<file path="src/rtl/grover_oracle_stream_pkg.sv">
// Shared defaults and the saturating-negate helper for the Grover oracle and diffusion stages.
package grover_pkg;

  localparam int unsigned NUM_BIT_DEF = 3;
  localparam int unsigned DATA_W_DEF  = 8;
  localparam int unsigned SAT_W       = 64;

  typedef struct packed {
    logic signed [SAT_W-1:0] result;
    logic                    saturated;
  } sat_t;

  // x is a w-bit value sign-extended to SAT_W; the result is w-bit valid, sign-extended.
  function automatic sat_t sat_neg(input logic signed [SAT_W-1:0] x, input int unsigned w);
    sat_t                    res;
    logic signed [SAT_W-1:0] min_v;
    min_v         = {SAT_W{1'b1}} << (w - 1);
    res.saturated = (x == min_v);
    res.result    = res.saturated ? ~min_v : -x;
    return res;
  endfunction

endpackage

</file>
<file path="src/rtl/grover_oracle_stream_if.sv">
// Input/output stream handshake bundle for the Grover phase oracle.
interface grover_oracle_stream_if
  import grover_pkg::*;
#(
  parameter int unsigned NUM_BIT = NUM_BIT_DEF,
  parameter int unsigned DATA_W  = DATA_W_DEF
);
  logic                     in_valid;
  logic                     in_ready;
  logic signed [DATA_W-1:0] in_data;
  logic                     out_valid;
  logic                     out_ready;
  logic signed [DATA_W-1:0] out_data;
  logic [NUM_BIT-1:0]       out_index;
  logic                     out_last;

  modport master (
    output in_valid, in_data, out_ready,
    input  in_ready, out_valid, out_data, out_index, out_last
  );

  modport slave (
    input  in_valid, in_data, out_ready,
    output in_ready, out_valid, out_data, out_index, out_last
  );
endinterface

</file>
<file path="src/rtl/grover_oracle_stream_sat_negate.sv">
// Combinational saturating negation of a signed DATA_W-bit value.
module sat_negate
  import grover_pkg::*;
#(
  parameter int unsigned DATA_W = DATA_W_DEF
) (
  input  logic signed [DATA_W-1:0] a,
  output logic signed [DATA_W-1:0] y,
  output logic                     sat
);
  logic signed [SAT_W-1:0] a_ext;
  sat_t                    res;
  logic                    unused_hi;

  assign a_ext     = {{(SAT_W - DATA_W){a[DATA_W-1]}}, a};
  assign res       = sat_neg(a_ext, DATA_W);
  assign y         = res.result[DATA_W-1:0];
  assign sat       = res.saturated;
  assign unused_hi = ^res.result[SAT_W-1:DATA_W];
endmodule

</file>
<file path="src/rtl/grover_oracle_stream.sv">
// Streaming phase oracle: negates (with saturation) amplitudes whose basis index is marked.
module grover_oracle_stream
  import grover_pkg::*;
#(
  parameter int unsigned NUM_BIT = NUM_BIT_DEF,
  parameter int unsigned DATA_W  = DATA_W_DEF
) (
  input  logic                      clk,
  input  logic                      rst_n,
  input  logic                      cfg_we,
  input  logic [(1<<NUM_BIT)-1:0]   cfg_mask,
  input  logic                      cfg_bypass,
  output logic                      sat_flag,
  grover_oracle_stream_if.slave     bus
);
  localparam int unsigned N = 1 << NUM_BIT;

  logic [N-1:0]             shadow_mask, active_mask, frame_mask;
  logic                     shadow_bypass, active_bypass, frame_bypass;
  logic [NUM_BIT-1:0]       idx;
  logic                     accept, marked, neg_sat;
  logic signed [DATA_W-1:0] neg_data;

  assign bus.in_ready = !bus.out_valid || bus.out_ready;
  assign accept       = bus.in_valid && bus.in_ready;

  // The index-0 beat already belongs to the new frame, so it sees the shadow directly.
  always_comb begin
    frame_mask   = active_mask;
    frame_bypass = active_bypass;
    if (idx == '0) begin
      frame_mask   = shadow_mask;
      frame_bypass = shadow_bypass;
    end
    marked = !frame_bypass && frame_mask[idx];
  end

  sat_negate #(.DATA_W(DATA_W)) u_negate (
    .a   (bus.in_data),
    .y   (neg_data),
    .sat (neg_sat)
  );

  always_ff @(posedge clk or negedge rst_n) begin
    if (!rst_n) begin
      shadow_mask   <= '0;
      shadow_bypass <= 1'b0;
      active_mask   <= '0;
      active_bypass <= 1'b0;
      idx           <= '0;
    end else begin
      if (cfg_we) begin
        shadow_mask   <= cfg_mask;
        shadow_bypass <= cfg_bypass;
      end
      if (accept) begin
        idx <= idx + NUM_BIT'(1);
        if (idx == '0) begin
          active_mask   <= shadow_mask;
          active_bypass <= shadow_bypass;
        end
      end
    end
  end

  always_ff @(posedge clk or negedge rst_n) begin
    if (!rst_n) begin
      bus.out_valid <= 1'b0;
      bus.out_data  <= '0;
      bus.out_index <= '0;
      bus.out_last  <= 1'b0;
    end else if (accept) begin
      bus.out_valid <= 1'b1;
      bus.out_data  <= marked ? neg_data : bus.in_data;
      bus.out_index <= idx;
      bus.out_last  <= (idx == '1);
    end else if (bus.out_ready) begin
      bus.out_valid <= 1'b0;
    end
  end

  // A saturating accept takes priority over the clear from a coincident cfg_we.
  always_ff @(posedge clk or negedge rst_n) begin
    if (!rst_n) begin
      sat_flag <= 1'b0;
    end else if (accept && marked && neg_sat) begin
      sat_flag <= 1'b1;
    end else if (cfg_we) begin
      sat_flag <= 1'b0;
    end
  end
endmodule
</file>
<file path="src/flat_wrapper.sv">
// flat-port wrapper written by rule: the top's interface ports become plain ports
module grover_oracle_stream_flat import grover_pkg::*;
#(
  parameter int unsigned NUM_BIT = NUM_BIT_DEF,
  parameter int unsigned DATA_W  = DATA_W_DEF
)
  (clk, rst_n, cfg_we, cfg_mask, cfg_bypass, sat_flag, bus_in_valid, bus_in_data, bus_out_ready, bus_in_ready, bus_out_valid, bus_out_data, bus_out_index, bus_out_last);
  grover_oracle_stream_if #(.NUM_BIT(NUM_BIT), .DATA_W(DATA_W)) bus_i ();
  input  logic clk;
  input  logic rst_n;
  input  logic cfg_we;
  input  logic [(1<<NUM_BIT)-1:0] cfg_mask;
  input  logic cfg_bypass;
  output logic sat_flag;
  input wire logic [$bits(bus_i.in_valid)-1:0] bus_in_valid;
  input wire logic [$bits(bus_i.in_data)-1:0] bus_in_data;
  input wire logic [$bits(bus_i.out_ready)-1:0] bus_out_ready;
  output wire logic [$bits(bus_i.in_ready)-1:0] bus_in_ready;
  output wire logic [$bits(bus_i.out_valid)-1:0] bus_out_valid;
  output wire logic [$bits(bus_i.out_data)-1:0] bus_out_data;
  output wire logic [$bits(bus_i.out_index)-1:0] bus_out_index;
  output wire logic [$bits(bus_i.out_last)-1:0] bus_out_last;
  assign bus_i.in_valid = bus_in_valid;
  assign bus_i.in_data = bus_in_data;
  assign bus_i.out_ready = bus_out_ready;
  assign bus_in_ready = bus_i.in_ready;
  assign bus_out_valid = bus_i.out_valid;
  assign bus_out_data = bus_i.out_data;
  assign bus_out_index = bus_i.out_index;
  assign bus_out_last = bus_i.out_last;
  grover_oracle_stream #(.NUM_BIT(NUM_BIT), .DATA_W(DATA_W)) u_core (.clk(clk), .rst_n(rst_n), .cfg_we(cfg_we), .cfg_mask(cfg_mask), .cfg_bypass(cfg_bypass), .sat_flag(sat_flag), .bus(bus_i));
endmodule
</file>
<file path="config.mk">
export PLATFORM = sky130hd
export DESIGN_NAME = grover_oracle_stream_flat
export DESIGN_NICKNAME = d
export VERILOG_FILES = /design/src/rtl/grover_oracle_stream_pkg.sv /design/src/rtl/grover_oracle_stream_if.sv /design/src/rtl/grover_oracle_stream_sat_negate.sv /design/src/rtl/grover_oracle_stream.sv /design/src/flat_wrapper.sv
export SDC_FILE = /design/constraint.sdc
export NUM_CORES = 1
export LEC_CHECK = 0
export CAP_MARGIN = 30
export CORE_UTILIZATION = 35
export DETAILED_ROUTE_END_ITERATION = 10
export PLACE_DENSITY_LB_ADDON = 0.12
export SLEW_MARGIN = 20
export SYNTH_ARGS = -nofsm -noshare
export SYNTH_HDL_FRONTEND = slang
export SYNTH_SLANG_ARGS = --single-unit
</file>
<file path="constraint.sdc">
create_clock -name clk -period 2.3 [get_ports clk]
set_input_delay 0.46 -clock clk [delete_from_list [all_inputs] [get_ports clk]]
set_output_delay 0.46 -clock clk [all_outputs]
set_load 0.05 [all_outputs]
</file>
# After elaboration in Yosys (flattened, before gate mapping)
# Index checks and enable logic that the tools add are counted.
# op_classes
addsub,2
n_eq_ne,2
reduce_logical,10
mux,10
order_cmp,1
# op_table
cell,count
$mux W8,3
$eq A8 B8 Y1 const B,1
$neg A8 Y8,1
$mux W1,6
$logic_and A1 B1 Y1,4
$lt A3 B4 Y1 const B,1
$reduce_bool A2 Y1,2
$add A3 B1 Y3 const B,1
$bmux W1 S3,1
$eq A3 B3 Y1 const B,1
$logic_not A3 Y1,1
$logic_not A1 Y1,2
$logic_or A1 B1 Y1,1
# word_totals
regBits,35
in_bits,22
wordCells,35
out_inout_bits,15

# Depth between registers and ports, before layout
# Gate-level depths: netlist of the first run.
# depth
word_depth,8
mapped_depth,9
ltp_nobuf,8

# By module
# From an unflattened synthesis of the first run, not the netlist that was laid out.
# unflattened
cells_unflattened,174
hier_area_um2,1876.8
# by_module_without_submodules
mod,n_inst,area_per_inst_um2,cells_per_inst
grover_oracle_stream,1,1671.6,143
sat_negate,1,205.2,31

# Worst setup path before layout of the first run
# Ideal clock, no wire load.
# synth_timing
kind,reg2reg
startpoint,reg u_core.bus.out_valid
endpoint,reg u_core.active_bypass
required_ns,2.175
setup_ns,0.125
path_buffers,0
arrival_ns,2.008
slack_ns,0.167
stages_incl_launch_ff,5
path_cell_list,dfrtp_1 -> nand2b_1 -> and2_0 -> nand2_1 -> mux2_2
# synth_between
elab_chain_cells,3
# synth_rtl
item,line,source
start: declaration,grover_oracle_stream_if.sv:24,"output in_ready, out_valid, out_data, out_index, out_last"
start signal: assignment,grover_oracle_stream.sv:68,bus.out_valid <= 1'b0;
start signal: assignment,grover_oracle_stream.sv:73,bus.out_valid <= 1'b1;
start signal: assignment,grover_oracle_stream.sv:78,bus.out_valid <= 1'b0;
$logic_not A1 Y1,grover_oracle_stream.sv:24,assign bus.in_ready = !bus.out_valid || bus.out_ready;
$logic_or A1 B1 Y1,grover_oracle_stream.sv:24,
named net bus_in_ready,flat_wrapper.sv:18,output wire logic [$bits(bus_i.in_ready)-1:0] bus_in_ready;
$logic_and A1 B1 Y1,grover_oracle_stream.sv:25,assign accept = bus.in_valid && bus.in_ready;
end signal: assignment,grover_oracle_stream.sv:60,active_bypass <= shadow_bypass;
end: declaration,grover_oracle_stream.sv:19,"logic shadow_bypass, active_bypass, frame_bypass;"
# The timed path passes the listed nets, and every way through them passes these cells.
# A chain may end at the register's enable or synchronous reset.

# Worst setup path in the final report of the first run
# layout_timing
startpoint,reg u_core.idx[0]
endpoint,reg u_core.bus.out_data[7]
# layout_between
elab_chain_cells,6
elab_cells_between_ends,8
cone_classes,5 x mux; 3 x reduce/logical
# layout_rtl
item,line,source
start: declaration,grover_oracle_stream.sv:20,logic [NUM_BIT-1:0] idx;
start signal: assignment,grover_oracle_stream.sv:57,idx <= idx + NUM_BIT'(1);
$logic_not A3 Y1,grover_oracle_stream.sv:31,if (idx == '0) begin
$mux W8,grover_oracle_stream.sv:31,
$bmux W1 S3,grover_oracle_stream.sv:35,marked = !frame_bypass && frame_mask[idx];
$mux W1 (implied by the code),grover_oracle_stream.sv:35,
$logic_and A1 B1 Y1 (*),grover_oracle_stream.sv:35,
$mux W8 (*),grover_oracle_stream.sv:74,bus.out_data <= marked ? neg_data : bus.in_data;
end signal: assignment,grover_oracle_stream.sv:74,
end: declaration,grover_oracle_stream_if.sv:24,
# Mark *: on every way between the ends. The rest lies on a longest branch, timed or not. The select of a mux whose other input is x is not followed.

==> results.txt, run 1 <==
The number of warnings issued by yosys came out at 0. The final HPWL from detailed placement came out at 2580 um. The count of state elements after synthesis came out at 35. The detailed-route via count is 1309.

The longest clock path from root to sink contains 2 buffers. In the final routed layout, each cell accounts on average for 12.7 um. The xor/xnor cell area share of the yosys netlist came out at 0.510%. The final-stage net count came out at 233. The fraction of synthesized cell area taken by the top area cell type came out at 51.0%.

In this run, post-CTS repair resized a total of 0 instances. The number of input and output port buffers inserted came out at 36. The run finished with clean final reports.

The synthesized netlist net count is 179. The most used flip-flop cell after synthesis is sky130_fd_sc_hd__dfrtp_1. The initial core utilization came out at 36.3%. The full die area is 0.00519 mm2. The detailed router used layers up to and including met4. The cell area after synthesis came out at 0.00172 mm2. The I/O pin count is 37. The complex-gate fraction of the synthesized area came out at 13.3%. The number of buffers inserted by hold repair at cts came out at 0.

In this run the power spent charging and discharging nets is 0.00107 W. The clock slew at the register clock pins of the worst setup and hold paths came out at 0.07 ns. The max-slew headroom at the worst pin came out at 67.0%. After Yosys synthesis, and, or, nand and nor cells account for 13.8% of the synthesized area. The worst setup path is launched from a flip-flop. The final layout contains routed wiring with a total length of 3480 um. The final number of hold-violating endpoints came to 0. The final design instance area without fill is 0.00235 mm2. The async set-reset flop share out of synthesis is 100%. Once detail routing completed, the nets flagged for antenna violations numbered 0. In the synthesized netlist, mux cells make up 15.6% of the area. The count of buffer and inverter cells on the critical path is 1. The per-cell via count in the routed design is 4.76. By area, the combinational part of the netlist is dominated by multiplexers.

The combined global-route utilization of all metal layers came out at 15.2%. The wire length on met2 is 1630 um. In this run the clock root is driven by a sky130_fd_sc_hd__clkbuf_8. The post-CTS setup buffer count came out at 0. For this run, design rule violations remaining after detail routing come to 0. Registers are responsible for 34.7% of the overall power. The maximum clock rate came out at 486 MHz.

The first detailed-routing pass ran for 4 iterations. The internal power consumption is 0.00163 W. The area growth from synthesis to layout is 36.7%.

In this run the horizontal extent of the chip is 72.0 um. Summed over all nets, wire length on met3 after detailed routing comes to 123 um. The final-report max-slew violation count came out at 0. The most frequent cell after synthesis is sky130_fd_sc_hd__dfrtp_1. Ranked by total cell area, the synthesized netlist is headed by sky130_fd_sc_hd__dfrtp_1, sky130_fd_sc_hd__mux2_2, sky130_fd_sc_hd__nand2_1, sky130_fd_sc_hd__ha_1, sky130_fd_sc_hd__mux2i_1. The final worst clock skew is 0.00375 ns. The via count of the first global-routing pass came out at 1304.

The internal reg-to-reg setup slack came out at 0.24 ns. By count the netlist is led by sky130_fd_sc_hd__dfrtp_1, sky130_fd_sc_hd__nand2_1, sky130_fd_sc_hd__mux2_2. The setup-violating endpoint count in the final report is 0.

For this run, the slowest stage of the critical path takes 0.37 ns. The number of fill cells came out at 430. The slew at the pin closest to its max-slew limit came out at 0.494 ns. The number of H-tree levels came out at 2. TritonCTS built the clock tree. The post-route setup TNS came out at 0 ns. The number of DRC violations after detailed-routing iteration 0 is 89.

The area after detailed placement came out at 0.00226 mm2. The unique cell type count in the Yosys netlist came out at 38. The clock share of power is 15.7%.

The synthesized area divided by synthesized cell count came out at 11.2 um2. The total global routing overflow came out at 0. The sink count of the clock tree is 35. The critical-path cell with the highest stage delay is sky130_fd_sc_hd__dfrtp_1. The areal power density over the cells is 1150 mW/mm2. The weighted congestion at the end of routability-driven global placement is 0.817.

The final critical path time including I/O delays and setup came out at 2.06 ns. The fraction of layout cells with a size suffix above 1 came out at 24.0%. The peak ir drop on the vdd network is 0.415 mV. The kind of cell with the highest combined delay on the critical path is compound AO/OA/AOI/OAI gates. The share of synthesized area occupied by flip-flops and latches is 51.0%. The total CTS buffers is 5. The region available for standard cell placement spans 0.00472 mm2. The placement row count came out at 25. The die is 72.0 um tall. Of all cell types, the one taking the most synthesized area is sky130_fd_sc_hd__dfrtp_1.

The number of enable-type register cells in the synthesized netlist came out at 0. The worst endpoint required time is 2.47 ns. The number of antenna violations at the first check in global routing came out at 0. In this run the worst path has a maximum fanout of 15. The global-route wire length before repair came out at 6010 um. Setup repair after global routing left no endpoint under its margin. The adder-cell share of the synthesized area is 2.92%.

Across the run, the number of max-cap violations was 0. The worst hold path belongs to the class flip-flop to flip-flop. The count of antenna diodes in the layout came out at 0.

The switching part of the total came out at 39.7%. In the synthesized netlist, the number of instances is 153. STA puts the critical path data arrival time at 2.23 ns. The largest net degree at the start of global routing is 36. The total leakage power is 1.02 nW. Traced cell by cell, the critical path runs through inv_1 > ha_1 > mux2_4 > a21oi_2 > o41ai_2 > o211a_4 > a22o_1 > a31o_1.

The startpoint-to-endpoint class of the critical path is flip-flop to flip-flop. The portion of the clock cycle consumed by the worst path in the final layout came out at 89.5%. The share of total power in combinational logic came out at 49.7%. The worst-skew pair later-pin latency came out at 0.28 ns. The routed length on met1 is 1660 um.

The worst setup path is captured at a flip-flop.
cells by family (layout without fill, tap and decap cells):
family                   Yosys count  count (layout)
adder cells (fa/ha/maj)            4               4
AND/OR/NAND/NOR                   47              47
flip-flops                        35              35
buffers and inverters             11              66
AO/OA/AOI/OAI                     31              31
multiplexers                      24              24
XOR/XNOR                           1               1
cell usage in the layout (no fill, tap or decap), drive strengths merged, types with 2 or more instances in the layout:
master	n
nand2	19
nor3	5
a21oi	8
dfrtp	35
buf	17
a31o	2
clkbuf	7
inv	6
and3b	2
nor2	7
ha	4
nand2b	4
mux2	19
nand3b	2
clkdlybuf4s50	35
mux2i	5
o21ai	11
o31ai	2
o41ai	2
nand3	2
flip-flops by register name, summed over array words and instances, names as in the netlist:
signal                cells
u_core.active_bypass      1
u_core.active_mask        8
u_core.bus.out_data       8
u_core.bus.out_index      3
u_core.bus.out_last       1
u_core.bus.out_valid      1
u_core.idx                3
u_core.sat_flag           1
u_core.shadow_bypass      1
u_core.shadow_mask        8
power by group through the flow:
stage	combinational [W]	sequential, W	clock [W]
floorplan	0.000665	0.00123	0
global placement	0.00134	0.000939	0
detailed placement	0.00135	0.000951	0
CTS	0.00135	0.000940	0.000445
global route	0.00146	0.000964	0.000467
finish	0.00134	0.000934	0.000422
tightest hold or removal path, stage by stage (launching register included):
cell and delay [ns]:
sky130_fd_sc_hd__dfrtp_1 0.35, sky130_fd_sc_hd__nand2_1 0.05, sky130_fd_sc_hd__nand2_1 0.05
area by class of cell:
type	instances	area (um2)	share of cell area, %
Sequential cell	35	876	37.3
Multi-Input combinational cell	107	792	33.8
Timing Repair Buffer	52	490	20.9
Tap cell	67	83.8	3.57
Clock buffer	7	76.3	3.25
Inverter	6	22.5	0.960
Clock inverter	1	5.00	0.213
through the flow:
stage          total power [W]  instances  worst slack, ns  hold slack [ns]  util [%]
2_1_floorplan          0.00190        153            0.167            0.164         -
5_1_grt                0.00289        275            0.108            0.517      49.7
4_1_cts                0.00274        275            0.229            0.494      49.7
6_report               0.00270        275            0.241            0.480      49.7
3_3_place_gp           0.00227        267           0.0424            0.463      47.9
3_5_place_dp           0.00230        267          -0.0303            0.477      47.9
layer usage:
metal	vias to the layer above	track usage [%]
met1	625	19.9
met2	29	23.9
met4	0	7.19
met5	-	0
li1	648	-
met3	7	3.61
path summary, 6_finish.rpt:
path,start,to,cells past startpoint
worst max-delay path,u_core.idx[0]$_DFFE_PN0P_,u_core.bus.out_data[7]$_DFFE_PN0P_,8
worst max register to register,u_core.idx[0]$_DFFE_PN0P_,u_core.bus.out_data[7]$_DFFE_PN0P_,8
max in group asynchronous,rst_n,u_core.bus.out_data[1]$_DFFE_PN0P_,2
worst min-delay path,u_core.bus.out_last$_DFFE_PN0P_,u_core.bus.out_last$_DFFE_PN0P_,2
worst min register to register,u_core.bus.out_last$_DFFE_PN0P_,u_core.bus.out_last$_DFFE_PN0P_,2
min in group asynchronous,rst_n,u_core.bus.out_data[0]$_DFFE_PN0P_,2
Power figures use the tool's default switching activity.
==> run 2: changes to the inputs <==
Settings changed: CAP_MARGIN 30 to 10.
==> results of run 2 <==
Final layout, timing and power as in run 1 (identical DEF).
==> run 3: changes to the inputs <==
==> constraint.sdc (replaced) <==
create_clock -name clk -period 2.3 [get_ports clk]
set_input_delay 0.23 -clock clk [delete_from_list [all_inputs] [get_ports clk]]
set_output_delay 0.23 -clock clk [all_outputs]
set_load 0.05 [all_outputs]
==> results.txt, run 3 (synthesis gave the netlist of run 1 again) <==
The average wire per standard cell came out at 13.2 um. The placement row count is 25. The worst setup path is captured at a flip-flop. The fraction of layout cells with a size suffix above 1 is 20.5%.

Leaving out fill and tap cells, the most frequent cells in the layout are sky130_fd_sc_hd__clkdlybuf4s50_1, sky130_fd_sc_hd__dfrtp_1, sky130_fd_sc_hd__nand2_1. Counting every sink on the clock net gives 35. The largest net degree at the start of global routing came out at 36. The multi-input combinational cells in the finished layout cover a total of 792 um2. For this design the static power due to leakage is 0.976 nW.

The number of H-tree levels came out at 2. The final HPWL from detailed placement is 2620 um. The number of design rule violations left after detail routing is 0. The weighted congestion at the end of routability-driven global placement is 0.813. The via count of the first global-routing pass came out at 1338. The first global-routing pass estimated 6200 um of wire.

The pre-CTS setup slack came out at -0.00604 ns. The maximum clock rate came out at 481 MHz. In this run, post-CTS hold repair placed 0 buffers. In the final layout, the registers with the most flip-flops are u_core.active_mask: 8 flops, u_core.bus.out_data: 8 flops, u_core.shadow_mask: 8 flops.

The combined global-route utilization of all metal layers came out at 15.7%. The number of resized instances in the post-cts repair step is 0. The areal power density over the cells came out at 1180 mW/mm2.

The max-cap violation count is 0. The commonest non-fill, non-tap cell in the layout is sky130_fd_sc_hd__clkdlybuf4s50_1. The post-route setup TNS is 0 ns. At the worst endpoint, the arrival time is 2.25 ns. On the final layout, the worst hold slack is 0.346 ns. Measured along the x axis, the die boundary spans 72.0 um. Across the whole layout, storage elements account for 876 um2. The count of nets left with antenna violations after detail routing came out at 0.

The number of setup buffers added after CTS is 0. The cell sitting at the root of the clock tree is a sky130_fd_sc_hd__clkbuf_8. The internal reg-to-reg setup slack is 0.22 ns. Tracing the worst setup path back leads to its startpoint at u_core.idx[0]$_DFFE_PN0P_. Following the worst setup path forward leads to its endpoint at u_core.bus.out_data[7]$_DFFE_PN0P_. The number of fill cells is 441. The full die area is 0.00519 mm2.

The die span in y came out at 72.0 um. The repair_antennas step left the layout with diodes totalling 0. The area after detailed placement is 0.00219 mm2. The slew at the pin closest to its max-slew limit is 0.529 ns. The worst path in the final design needs a cycle of 2.08 ns, including I/O delays and setup. The detailed-route via count came out at 1306. The depth of the worst register-to-register path came out at 8. Setup violations remaining at the end of the flow were counted as 0. The initial core utilization is 36.3%. The number of input and output port buffers inserted is 36. The CTS tree is built. The final number of hold-violating endpoints is 0. The number of instances in the placed design is 259. The I/O pin count came out at 37. Counting along the longest clock path gives a buffer depth of 2. The area growth from synthesis to layout came out at 32.6%. The final-report max-slew violation count is 0. Setup repair after global routing left no endpoint under its margin.

Clock skew on the completed layout was measured at 0.00685 ns. In this run the worst path has a maximum fanout of 15. The number of antenna violations at the first check in global routing is 0.

The number of search-and-repair iterations in the first detailed-routing pass came out at 4. The core outline area is 0.00472 mm2. In this run the critical register-to-register path is captured at u_core.bus.out_data[7]$_DFFE_PN0P_.

The worst setup path is launched from a flip-flop. In this run the critical register-to-register path is launched from u_core.idx[0]$_DFFE_PN0P_. The run finished with clean final reports. The total CTS buffers came out at 5. The peak ir drop on the vdd network is 0.516 mV. Measured against its own limit, the worst slew margin works out to 64.7%.

The final setup slack of the worst path is 0.223 ns. By startpoint and endpoint, the worst setup path is classified as flip-flop to flip-flop. The final-stage net count came out at 225. The type of the most critical hold path is input pin to asynchronous set/reset pin. The aggregate routed wire length came out at 3530 um. The final design instance area without fill is 0.00228 mm2. The per-cell via count in the routed design came out at 4.89. The total global routing overflow came out at 0. The worst-skew pair later-pin latency is 0.29 ns. The worst endpoint required time is 2.47 ns. The final standard cell count with taps included and fillers excluded is 267. In this run, the number of DRC markers left after iteration 0 of detailed routing was 56. The clock slew at the register clock pins of the worst setup and hold paths came out at 0.07 ns. The portion of the clock cycle consumed by the worst path in the final layout came out at 90.3%.
run 3: changes by cell type in the layout (fill, tap and decap cells not counted):
cell,change
sky130_fd_sc_hd__buf_4,-8
sky130_fd_sc_hd__buf_12,-1
sky130_fd_sc_hd__clkdlybuf4s50_1,+1
run 3: cell type report:
type	instances	share of cell area [%]
clock buffers	7	3.35
repair buffers	44	18.5
well taps	67	3.68
clock inverters	1	0.220
flip-flops and latches	35	38.5
multi-input cells	107	34.8
inverters	6	0.990
run 3: report_power, final:
| part | internal, W | switching [W] |
|---|---|---|
| clock network | 0.000212 | 0.000211 |
| logic | 0.000585 | 0.000749 |
| registers | 0.000821 | 0.000116 |
run 3: worst min-delay path by stage:
stage,startpoint,to,depth (start not counted)
2_1_floorplan,rst_n,u_core.active_bypass$_DFFE_PN0P_,0
3_3_place_gp,u_core.bus.out_last$_DFFE_PN0P_,u_core.bus.out_last$_DFFE_PN0P_,2
3_5_place_dp,u_core.bus.out_index[0]$_DFFE_PN0P_,u_core.bus.out_index[0]$_DFFE_PN0P_,2
4_1_cts,rst_n,u_core.idx[2]$_DFFE_PN0P_,2
5_1_grt,rst_n,u_core.idx[2]$_DFFE_PN0P_,2
6_report,rst_n,u_core.idx[2]$_DFFE_PN0P_,2
run 3: metal layers:
layer	up-vias	GRT usage [%]	part of all wire, %
li1	642	-	-
met1	627	20.1	48
met2	35	25.5	47
met3	2	3.47	3.9
met4	0	7.19	0.71
met5	-	0	0
run 3: worst max-delay path: stages (launching register included):
cell                      delay, ns
sky130_fd_sc_hd__dfrtp_1       0.38
sky130_fd_sc_hd__inv_1         0.08
sky130_fd_sc_hd__ha_1          0.23
sky130_fd_sc_hd__mux2_4        0.33
sky130_fd_sc_hd__a21oi_2       0.15
sky130_fd_sc_hd__o41ai_2       0.09
sky130_fd_sc_hd__o211a_4       0.32
sky130_fd_sc_hd__a22o_1        0.21
sky130_fd_sc_hd__a31o_1        0.18
run 3: per-stage QoR:
stage | power, W | utilization (%)
2_1_floorplan | 0.00190 | -
3_3_place_gp | 0.00227 | 46.5
3_5_place_dp | 0.00230 | 46.5
4_1_cts | 0.00273 | 48.2
5_1_grt | 0.00290 | 48.2
6_report | 0.00270 | 48.2
